**src/rtl/hams_pkg.sv**
```systemverilog
// Shared HAMS types and constants: the pair type, the chunk width and the
// state encoding for the chunk-merge stage.
package hams_pkg;

    localparam int NUM_ELEMENTS = 4;
    localparam int PAIR_W       = 16;

    typedef logic [PAIR_W-1:0] pair_t;

    typedef enum logic [1:0] {
        FILL_A = 2'd0,
        FILL_B = 2'd1,
        MERGE  = 2'd2
    } merge_state_e;

    localparam int MERGE_RUN_LEN = 2 * NUM_ELEMENTS;

endpackage

```
**src/rtl/hams_chunk_merge_if.sv**
```systemverilog
// Chunk-in / serial-stream-out bundle for hams_chunk_merge.
// slave is the merge block's view, master is the view of whoever drives it.
interface hams_chunk_merge_if
    import hams_pkg::*;
#(
    parameter int NUM_ELEMENTS = hams_pkg::NUM_ELEMENTS
) ();

    pair_t [NUM_ELEMENTS-1:0] sorted_i;
    logic                     valid_i;
    logic                     ready_o;
    pair_t                    merged_o;
    logic                     valid_o;
    logic                     ready_i;
    logic                     last_o;

    modport slave (
        input  sorted_i, valid_i, ready_i,
        output ready_o, merged_o, valid_o, last_o
    );

    modport master (
        output sorted_i, valid_i, ready_i,
        input  ready_o, merged_o, valid_o, last_o
    );

endinterface

```
**src/rtl/hams_chunk_buf.sv**
```systemverilog
// One captured chunk plus its read pointer; head is the next unread pair,
// empty once the pointer has walked past the last entry.
module hams_chunk_buf
    import hams_pkg::*;
#(
    parameter int  N  = 4,
    localparam int PW = $clog2(N) + 1,
    localparam int IW = $clog2(N)
) (
    input  logic            clk,
    input  logic            rst,
    input  logic            load,
    input  pair_t [N-1:0]   data,
    input  logic            clear,
    input  logic            advance,
    output pair_t           head,
    output logic            empty
);

    pair_t [N-1:0] mem_r;
    logic [PW-1:0] ptr_r;

    // Chunk storage, no reset needed since contents are only read after a load.
    always_ff @(posedge clk) begin
        if (load) begin
            mem_r <= data;
        end
    end

    // Read pointer; it is one bit wider than the index so it can reach N.
    always_ff @(posedge clk or posedge rst) begin
        if (rst) begin
            ptr_r <= {PW{1'b0}};
        end else if (clear) begin
            ptr_r <= {PW{1'b0}};
        end else if (advance && !empty) begin
            ptr_r <= ptr_r + PW'(1);
        end
    end

    // When empty the low bits wrap to 0, which is harmless as head is unused then.
    assign head  = mem_r[ptr_r[IW-1:0]];
    assign empty = (ptr_r == PW'(N));

    hams_chunk_buf_chk #(.N(N)) u_chk (
        .clk (clk),
        .rst (rst),
        .ptr (ptr_r)
    );

endmodule

```
**src/rtl/hams_chunk_buf_chk.sv**
```systemverilog
// Checker for hams_chunk_buf: the read pointer may reach N but never pass it.
module hams_chunk_buf_chk #(
    parameter int  N  = 4,
    localparam int PW = $clog2(N) + 1
) (
    input logic          clk,
    input logic          rst,
    input logic [PW-1:0] ptr
);

    ptr_in_range: assert property (@(posedge clk) disable iff (rst) ptr <= PW'(N));

endmodule

```
**src/rtl/hams_chunk_merge.sv**
```systemverilog
// Captures two sorted chunks and streams them out as one stable, ascending
// run of 2*NUM_ELEMENTS pairs under valid/ready backpressure.
module hams_chunk_merge
    import hams_pkg::*;
#(
    parameter int  NUM_ELEMENTS = hams_pkg::NUM_ELEMENTS,
    localparam int CW           = $clog2(2 * NUM_ELEMENTS)
) (
    input logic               clk,
    input logic               rst,
    hams_chunk_merge_if.slave bus
);

    merge_state_e  state_r;
    merge_state_e  state_next_s;
    logic [CW-1:0] cnt_r;
    pair_t         head_a_s;
    pair_t         head_b_s;
    logic          empty_a_s;
    logic          empty_b_s;
    logic          take_a_s;
    logic          accept_s;
    logic          xfer_s;
    logic          last_s;
    logic          load_a_s;
    logic          load_b_s;

    assign accept_s = bus.valid_i && (state_r != MERGE);
    assign load_a_s = accept_s && (state_r == FILL_A);
    assign load_b_s = accept_s && (state_r == FILL_B);
    assign last_s   = (state_r == MERGE) && (cnt_r == CW'(2 * NUM_ELEMENTS - 1));
    assign xfer_s   = (state_r == MERGE) && bus.ready_i;

    hams_chunk_buf #(.N(NUM_ELEMENTS)) u_buf_a (
        .clk     (clk),
        .rst     (rst),
        .load    (load_a_s),
        .data    (bus.sorted_i),
        .clear   (load_b_s),
        .advance (xfer_s && take_a_s),
        .head    (head_a_s),
        .empty   (empty_a_s)
    );

    hams_chunk_buf #(.N(NUM_ELEMENTS)) u_buf_b (
        .clk     (clk),
        .rst     (rst),
        .load    (load_b_s),
        .data    (bus.sorted_i),
        .clear   (load_b_s),
        .advance (xfer_s && !take_a_s),
        .head    (head_b_s),
        .empty   (empty_b_s)
    );

    // Head select: an exhausted side loses; ties go to A to keep the merge stable.
    always_comb begin
        take_a_s = 1'b0;
        if (empty_a_s) begin
            take_a_s = 1'b0;
        end else if (empty_b_s) begin
            take_a_s = 1'b1;
        end else begin
            take_a_s = (head_a_s <= head_b_s);
        end
    end

    // State register.
    always_ff @(posedge clk or posedge rst) begin
        if (rst) begin
            state_r <= FILL_A;
        end else begin
            state_r <= state_next_s;
        end
    end

    // Next-state logic.
    always_comb begin
        state_next_s = state_r;
        case (state_r)
            FILL_A: begin
                if (accept_s) state_next_s = FILL_B;
                else          state_next_s = FILL_A;
            end
            FILL_B: begin
                if (accept_s) state_next_s = MERGE;
                else          state_next_s = FILL_B;
            end
            MERGE: begin
                if (xfer_s && last_s) state_next_s = FILL_A;
                else                  state_next_s = MERGE;
            end
            default: state_next_s = FILL_A;
        endcase
    end

    // Output counter; it wraps to zero on the final transfer.
    always_ff @(posedge clk or posedge rst) begin
        if (rst) begin
            cnt_r <= {CW{1'b0}};
        end else if (load_b_s) begin
            cnt_r <= {CW{1'b0}};
        end else if (xfer_s) begin
            cnt_r <= cnt_r + CW'(1);
        end
    end

    assign bus.ready_o  = (state_r != MERGE);
    assign bus.valid_o  = (state_r == MERGE);
    assign bus.last_o   = last_s;
    assign bus.merged_o = take_a_s ? head_a_s : head_b_s;

endmodule

```
**src/flat_wrapper.sv**
```systemverilog
// flat-port wrapper written by rule: the top's interface ports become plain ports
module hams_chunk_merge_flat import hams_pkg::*;
#(
    parameter int  NUM_ELEMENTS = hams_pkg::NUM_ELEMENTS,
    localparam int CW           = $clog2(2 * NUM_ELEMENTS)
)
  (clk, rst, bus_sorted_i, bus_valid_i, bus_ready_i, bus_ready_o, bus_merged_o, bus_valid_o, bus_last_o);
  hams_chunk_merge_if #(.NUM_ELEMENTS(NUM_ELEMENTS)) bus_i ();
  input logic clk;
  input logic rst;
  input wire logic [$bits(bus_i.sorted_i)-1:0] bus_sorted_i;
  input wire logic [$bits(bus_i.valid_i)-1:0] bus_valid_i;
  input wire logic [$bits(bus_i.ready_i)-1:0] bus_ready_i;
  output wire logic [$bits(bus_i.ready_o)-1:0] bus_ready_o;
  output wire logic [$bits(bus_i.merged_o)-1:0] bus_merged_o;
  output wire logic [$bits(bus_i.valid_o)-1:0] bus_valid_o;
  output wire logic [$bits(bus_i.last_o)-1:0] bus_last_o;
  assign bus_i.sorted_i = bus_sorted_i;
  assign bus_i.valid_i = bus_valid_i;
  assign bus_i.ready_i = bus_ready_i;
  assign bus_ready_o = bus_i.ready_o;
  assign bus_merged_o = bus_i.merged_o;
  assign bus_valid_o = bus_i.valid_o;
  assign bus_last_o = bus_i.last_o;
  hams_chunk_merge #(.NUM_ELEMENTS(NUM_ELEMENTS)) u_core (.clk(clk), .rst(rst), .bus(bus_i));
endmodule
```
**config.mk**
```make
export PLATFORM = sky130hd
export DESIGN_NAME = hams_chunk_merge_flat
export DESIGN_NICKNAME = d
export VERILOG_FILES = /design/src/rtl/hams_pkg.sv /design/src/rtl/hams_chunk_merge_if.sv /design/src/rtl/hams_chunk_buf.sv /design/src/rtl/hams_chunk_buf_chk.sv /design/src/rtl/hams_chunk_merge.sv /design/src/flat_wrapper.sv
export SDC_FILE = /design/constraint.sdc
export NUM_CORES = 1
export LEC_CHECK = 0
export ABC_AREA = 1
export ABC_CLOCK_PERIOD_IN_PS = 5100
export CELL_PAD_IN_SITES_DETAIL_PLACEMENT = 0
export CELL_PAD_IN_SITES_GLOBAL_PLACEMENT = 1
export CORE_MARGIN = 2
export CORE_UTILIZATION = 43
export DETAILED_ROUTE_END_ITERATION = 8
export GPL_TIMING_DRIVEN = 1
export PLACE_DENSITY_LB_ADDON = 0.1
export SLEW_MARGIN = 10
export SYNTH_ARGS = -nofsm -noshare
export SYNTH_HDL_FRONTEND = slang
export SYNTH_HIERARCHICAL = 1
export SYNTH_SLANG_ARGS = --single-unit
```
**constraint.sdc**
```tcl
create_clock -name clk -period 5.1 [get_ports clk]
set_clock_uncertainty 0.1 [all_clocks]
set_input_delay 0.51 -clock clk [delete_from_list [all_inputs] [get_ports clk]]
set_output_delay 0.51 -clock clk [all_outputs]
set_load 0.005 [all_outputs]
```
# Word-level counts from Yosys, hierarchy flattened
# Index checks and enable logic that the tools add are counted.
# Widths: inputs -> output; s select.
[totals]
reg_bits = 139
[op_classes]
reduce_logical = 17
mux = 17
n_eq_ne = 6
n_lt_le_gt_ge = 3
n_addsub = 3
[op_table]
columns = ["operator", "n"]
rows = [
  ["$bmux 16 s2", 2],
  ["$mux 16", 3],
  ["$mux 3", 6],
  ["$le 16x16->1", 1],
  ["$logic_and 1x1->1", 10],
  ["$add 3x1->3 const B", 3],
  ["$eq 3x3->1 const B", 3],
  ["$lt 2x3->1 const B", 2],
  ["$pmux 2 s3", 1],
  ["$reduce_bool 2->1", 3],
  ["$mux 2", 2],
  ["$logic_not 1->1", 3],
  ["$mux 1", 3],
  ["$eq 2x1->1 const B", 1],
  ["$eq 2x2->1 const B", 1],
  ["$logic_not 2->1", 1],
  ["$ne 2x2->1 const B", 1],
]

# Longest topological paths before layout
[logic_depth]
word_depth = 10
depth_mapped = 25
mapped_depth_nobuf = 24

# By module
# The synthesis kept the hierarchy.
[modules_own_cells]
columns = ["module", "area_each_um2", "cells_per_inst", "instances"]
rows = [
  ["hams_chunk_buf", 2756.4, 243, 2],
  ["hams_chunk_merge", 974.7, 158, 1],
]

# Worst setup path before layout
# Ideal clock, no wire load.
[synth_timing]
path_kind = "input -> register"
startpoint = "input port bus_valid_i"
endpoint = "register u_core.u_buf_a.ptr_r[0]"
required_ns = 4.876
arrival_time_ns = 4.040
cell_stages = 5
path_buffers = 0
path_slack_ns = 0.836
setup_time_ns = 0.124
cell_sequence = "inv_1 nor2_1 inv_1 nand4_1 nand2_1"
[synth_between]
elab_chain_len = 3
[synth_rtl]
columns = ["element", "line", "text"]
rows = [
  ["from (decl)", "flat_wrapper.sv:12", "input wire logic [$bits(bus_i.valid_i)-1:0] bus_valid_i;"],
  ["$logic_and 1x1->1 (*)", "hams_chunk_merge.sv:28", "assign accept_s = bus.valid_i && (state_r != MERGE);"],
  ["$logic_and 1x1->1 (*)", "hams_chunk_merge.sv:30", "assign load_b_s = accept_s && (state_r == FILL_B);"],
  ["via u_core.load_b_s", "hams_chunk_merge.sv:26", "logic load_b_s;"],
  ["$mux 3 / $reduce_bool 2->1 (equally long branches)", "-", ""],
  ["to (signal assigned)", "hams_chunk_buf.sv:33", "ptr_r <= {PW{1'b0}};"],
  ["to (signal assigned)", "hams_chunk_buf.sv:35", "ptr_r <= {PW{1'b0}};"],
  ["to (signal assigned)", "hams_chunk_buf.sv:37", "ptr_r <= ptr_r + PW'(1);"],
  ["to (decl)", "hams_chunk_buf.sv:21", "logic [PW-1:0] ptr_r;"],
]
# Mark *: on every way through the listed nets, which the timed path passes. The rest lies on a longest branch.
# A chain may end at the register's enable or synchronous reset.

# Final worst setup path
[layout_timing]
startpoint = "register u_core.u_buf_b.ptr_r[1]"
endpoint = "output port bus_merged_o[2]"
[layout_between]
elab_chain_len = 6
[layout_rtl]
columns = ["element", "line", "text"]
rows = [
  ["from (decl)", "hams_chunk_buf.sv:21", ""],
  ["from (signal assigned)", "hams_chunk_buf.sv:33", ""],
  ["from (signal assigned)", "hams_chunk_buf.sv:35", ""],
  ["from (signal assigned)", "hams_chunk_buf.sv:37", ""],
  ["$bmux 16 s2", "hams_chunk_buf.sv:42", "assign head = mem_r[ptr_r[IW-1:0]];"],
  ["$mux 16 (not written as such)", "hams_chunk_buf.sv:42", ""],
  ["via u_core.head_b_s[9]", "hams_chunk_merge.sv:18", "pair_t head_b_s;"],
  ["$le 16x16->1", "hams_chunk_merge.sv:64", "take_a_s = (head_a_s <= head_b_s);"],
  ["$mux 1", "hams_chunk_merge.sv:61", "end else if (empty_b_s) begin"],
  ["$mux 1", "hams_chunk_merge.sv:59", "if (empty_a_s) begin"],
  ["$mux 16", "hams_chunk_merge.sv:111", "assign bus.merged_o = take_a_s ? head_a_s : head_b_s;"],
  ["to (decl)", "flat_wrapper.sv:15", "output wire logic [$bits(bus_i.merged_o)-1:0] bus_merged_o;"],
]
# The timed path passes the listed nets, and every way through them passes these cells. The select of a mux whose other input is x is not followed.

==> impl_metrics.env <==
export IMPL_boundaryPins=87
export IMPL_cts_tree="yes"
export IMPL_slew_headroom=0.4787
export IMPL_die_area_mm2=0.01609
export IMPL_grt_pass1_vias=4675
export IMPL_start_util=0.4430
export IMPL_p_leak_uw=0.003550
export IMPL_syn_num_nets=734
export IMPL_synth_fa_ha_area_frac=0.04243
export IMPL_yosysTopAreaCellShare=0.5925
export IMPL_dpl_hpwl_um=10070
export IMPL_fillerInstances=1306
export IMPL_fp_row_count=44
export IMPL_final_common_cell="nand2_1"
export IMPL_synthCells=644
export IMPL_path_common_cell="nand2_1"
export IMPL_critPathMaxFanout=18
export IMPL_yosysTopAreaCell="edfxtp_1"
export IMPL_cp_arrival_ns=3.77
export IMPL_drc=0
export IMPL_chipWidth_um=126.8
export IMPL_pre_cts_slack_ns=1.187
export IMPL_r2r_setup_slack_ns=1.72
export IMPL_drive_gt1_frac=0.1238
export IMPL_final_nets=828
export IMPL_ir_drop_mv=0.2765
export IMPL_cts_root_buffer="clkbuf_16"
export IMPL_diodes=0
export IMPL_status="finished clean"
export IMPL_cp_startpoint="u_core/u_buf_b/ptr_r[1]"
export IMPL_timing_setup_critical_path_class="reg2out"
export IMPL_drv_slew=0
export IMPL_r2r_cells=19
export IMPL_synth_xor_area_frac=0
export IMPL_cts_clk_slew_worst_paths_ns=0.06
export IMPL_final_cell_mix="nand2_1, edfxtp_1, clkdlybuf4s50_1"
export IMPL_viasPerCell=4.963
export IMPL_drt_wl_total_um=15210
export IMPL_fin_util=0.5561
export IMPL_worstSetupStartpointType="flop"
export IMPL_grt_pass1_wl_um=24400
export IMPL_min_period_ns=4.376
export IMPL_layout_setup_ws_ns=0.7240
export IMPL_finalCritPeriodShare=0.8580
export IMPL_grt_max_degree=43
export IMPL_numCtsBuffers=17
export IMPL_r2r_end="u_core/u_buf_a/ptr_r[2]"
export IMPL_synth_mux_area_frac=0
export IMPL_gp_congestion=0.8454
export IMPL_num_vias=4640
export IMPL_cts_num_sinks=139
export IMPL_syn2layout_area_growth_pct=25.54
export IMPL_synth_cell_types=23
export IMPL_rsz0062_at_grt="false"
export IMPL_synth_avg_cell_area_um2=10.07
export IMPL_drtIter0Drc=328
export IMPL_reg2reg_from="u_core/u_buf_b/ptr_r[1]"
export IMPL_ant_nets=0
export IMPL_powerDensity_mw_per_mm2=585.8
export IMPL_yosysWarningCount=6
export IMPL_fin_area_mm2=0.008144
export IMPL_post_cts_resized=0
export IMPL_whs_ns=0.2430
export IMPL_routedWlPerCell_um=16.27
export IMPL_setup_viol=0
export IMPL_finalHoldViolations=0
export IMPL_synth_area_top_cells="edfxtp_1, nand2_1, dfrtp_1"
export IMPL_drt_pass1_iter_count=7
export IMPL_tns_ns=0
export IMPL_cp_slowest_stage_delay_ns=0.58
export IMPL_crit_path_end_kind="primary output"
export IMPL_coreArea_mm2=0.01464
export IMPL_ys_ff_latch=139
export IMPL_clock_path_buffers=2
export IMPL_synth_compound_area_frac=0.01292
export IMPL_cts_hold_buf=0
export IMPL_min_path_type="in2async"
export IMPL_synth_top_family_by_area="simple AND/OR/NAND/NOR gates"
export IMPL_groute_usage_overall=0.2003
export IMPL_worst_path_buf_inv=3
export IMPL_synthSimpleGateAreaFrac=0.2476
export IMPL_critPathTopFamily="simple AND/OR/NAND/NOR gates"
export IMPL_h_tree_depth=4
export IMPL_postCtsSetupRepairBufs=0
export IMPL_required_ns=4.49
export IMPL_overflow=0
export IMPL_synth_area_mm2=0.006487
export IMPL_clk_latency_ns=0.42
export IMPL_drv_cap=0
export IMPL_crit_slowest_cell="dfrtp_1"
export IMPL_dpl_cell_area_mm2=0.007547
export IMPL_dieHeight_um=126.8
export IMPL_io_buffers=86
export IMPL_tightest_slew_ns=0.7801
export IMPL_ys_seq_area_frac=0.6349
export IMPL_fmax_ghz=0.2285
export IMPL_antenna_found_initial=0
export IMPL_crit_chain="inv_2 > nand3_1 > nand2_1 > inv_1 > ha_1 > nand2_1 > nand2_1 > nand3_1 > nand2_1 > a21oi_1 > nand2_2 > nand2_4 > nand2_4 > nand2_1 > nand2_1 > clkdlybuf4s50_1"
area by class of cell:
type,count,area (um2),share of cell area
Inverter,75,281.5,0.03457
Tap cell,184,230.2,0.02827
Timing Repair Buffer,96,935.9,0.1149
Clock buffer,17,425.4,0.05224
Sequential cell,139,4119,0.5058
Clock inverter,15,171.4,0.02105
Multi-Input combinational cell,409,1981,0.2432
registers in the layout, indices dropped and copies added, names as in the netlist:
name,flops
u_core/u_buf_a/ptr_r,3
u_core/u_buf_a/mem_r,64
u_core/u_buf_b/ptr_r,3
u_core/cnt_r,3
u_core/state_r,2
u_core/u_buf_b/mem_r,64
kinds of logic (layout without fill, tap and decap cells):
kind of cell	count (synthesis)	after routing
AND/OR/NAND/NOR	373	373
flip-flops	139	139
buffers and inverters	96	203
adder cells (fa/ha/maj)	22	22
AO/OA/AOI/OAI	14	14
Yosys cell counts:
master,number
nand2_1,253
edfxtp_1,128
inv_1,70
nand3_1,53
or2_2,32
ha_1,22
buf_2,16
nor2_1,15
dfrtp_1,11
nand2_2,10
a21oi_1,7
nand4_1,5
inv_2,4
buf_4,3
nor2_2,3
o21ai_0,3
a32o_1,2
nand2_4,2
a21o_1,1
buf_8,1
clkbuf_1,1
clkinv_1,1
o22ai_1,1
power by group:
group          switching (uW)  internal (uW)  leakage (uW)
Combinational            1140            791       0.00193
Sequential               67.9           1520       0.00133
Clock                     486            768      0.000289
metal layers:
layer  GRT usage  vias up  wire, um
met2      0.3229      125      7227
met5           0        -         0
met4     0.07434        0       248
met3     0.03585       18       685
li1            -     2284         -
met1      0.2732     2213      7048
through the flow:
stage	cells	total power (uW)
final	935	4771
after global routing	935	5101
after CTS	935	4826
after detailed placement	903	3559
after global placement	903	3537
after floorplan	644	2762
worst max path at each step:
stage	depth (start not counted)	to
after detailed placement	15	bus_merged_o[5]
after global placement	15	bus_merged_o[5]
after CTS	15	bus_merged_o[2]
after floorplan	5	u_core/u_buf_a/ptr_r[0]
final	16	bus_merged_o[2]
after global routing	18	bus_merged_o[2]
(Power assumes the default switching activity.)
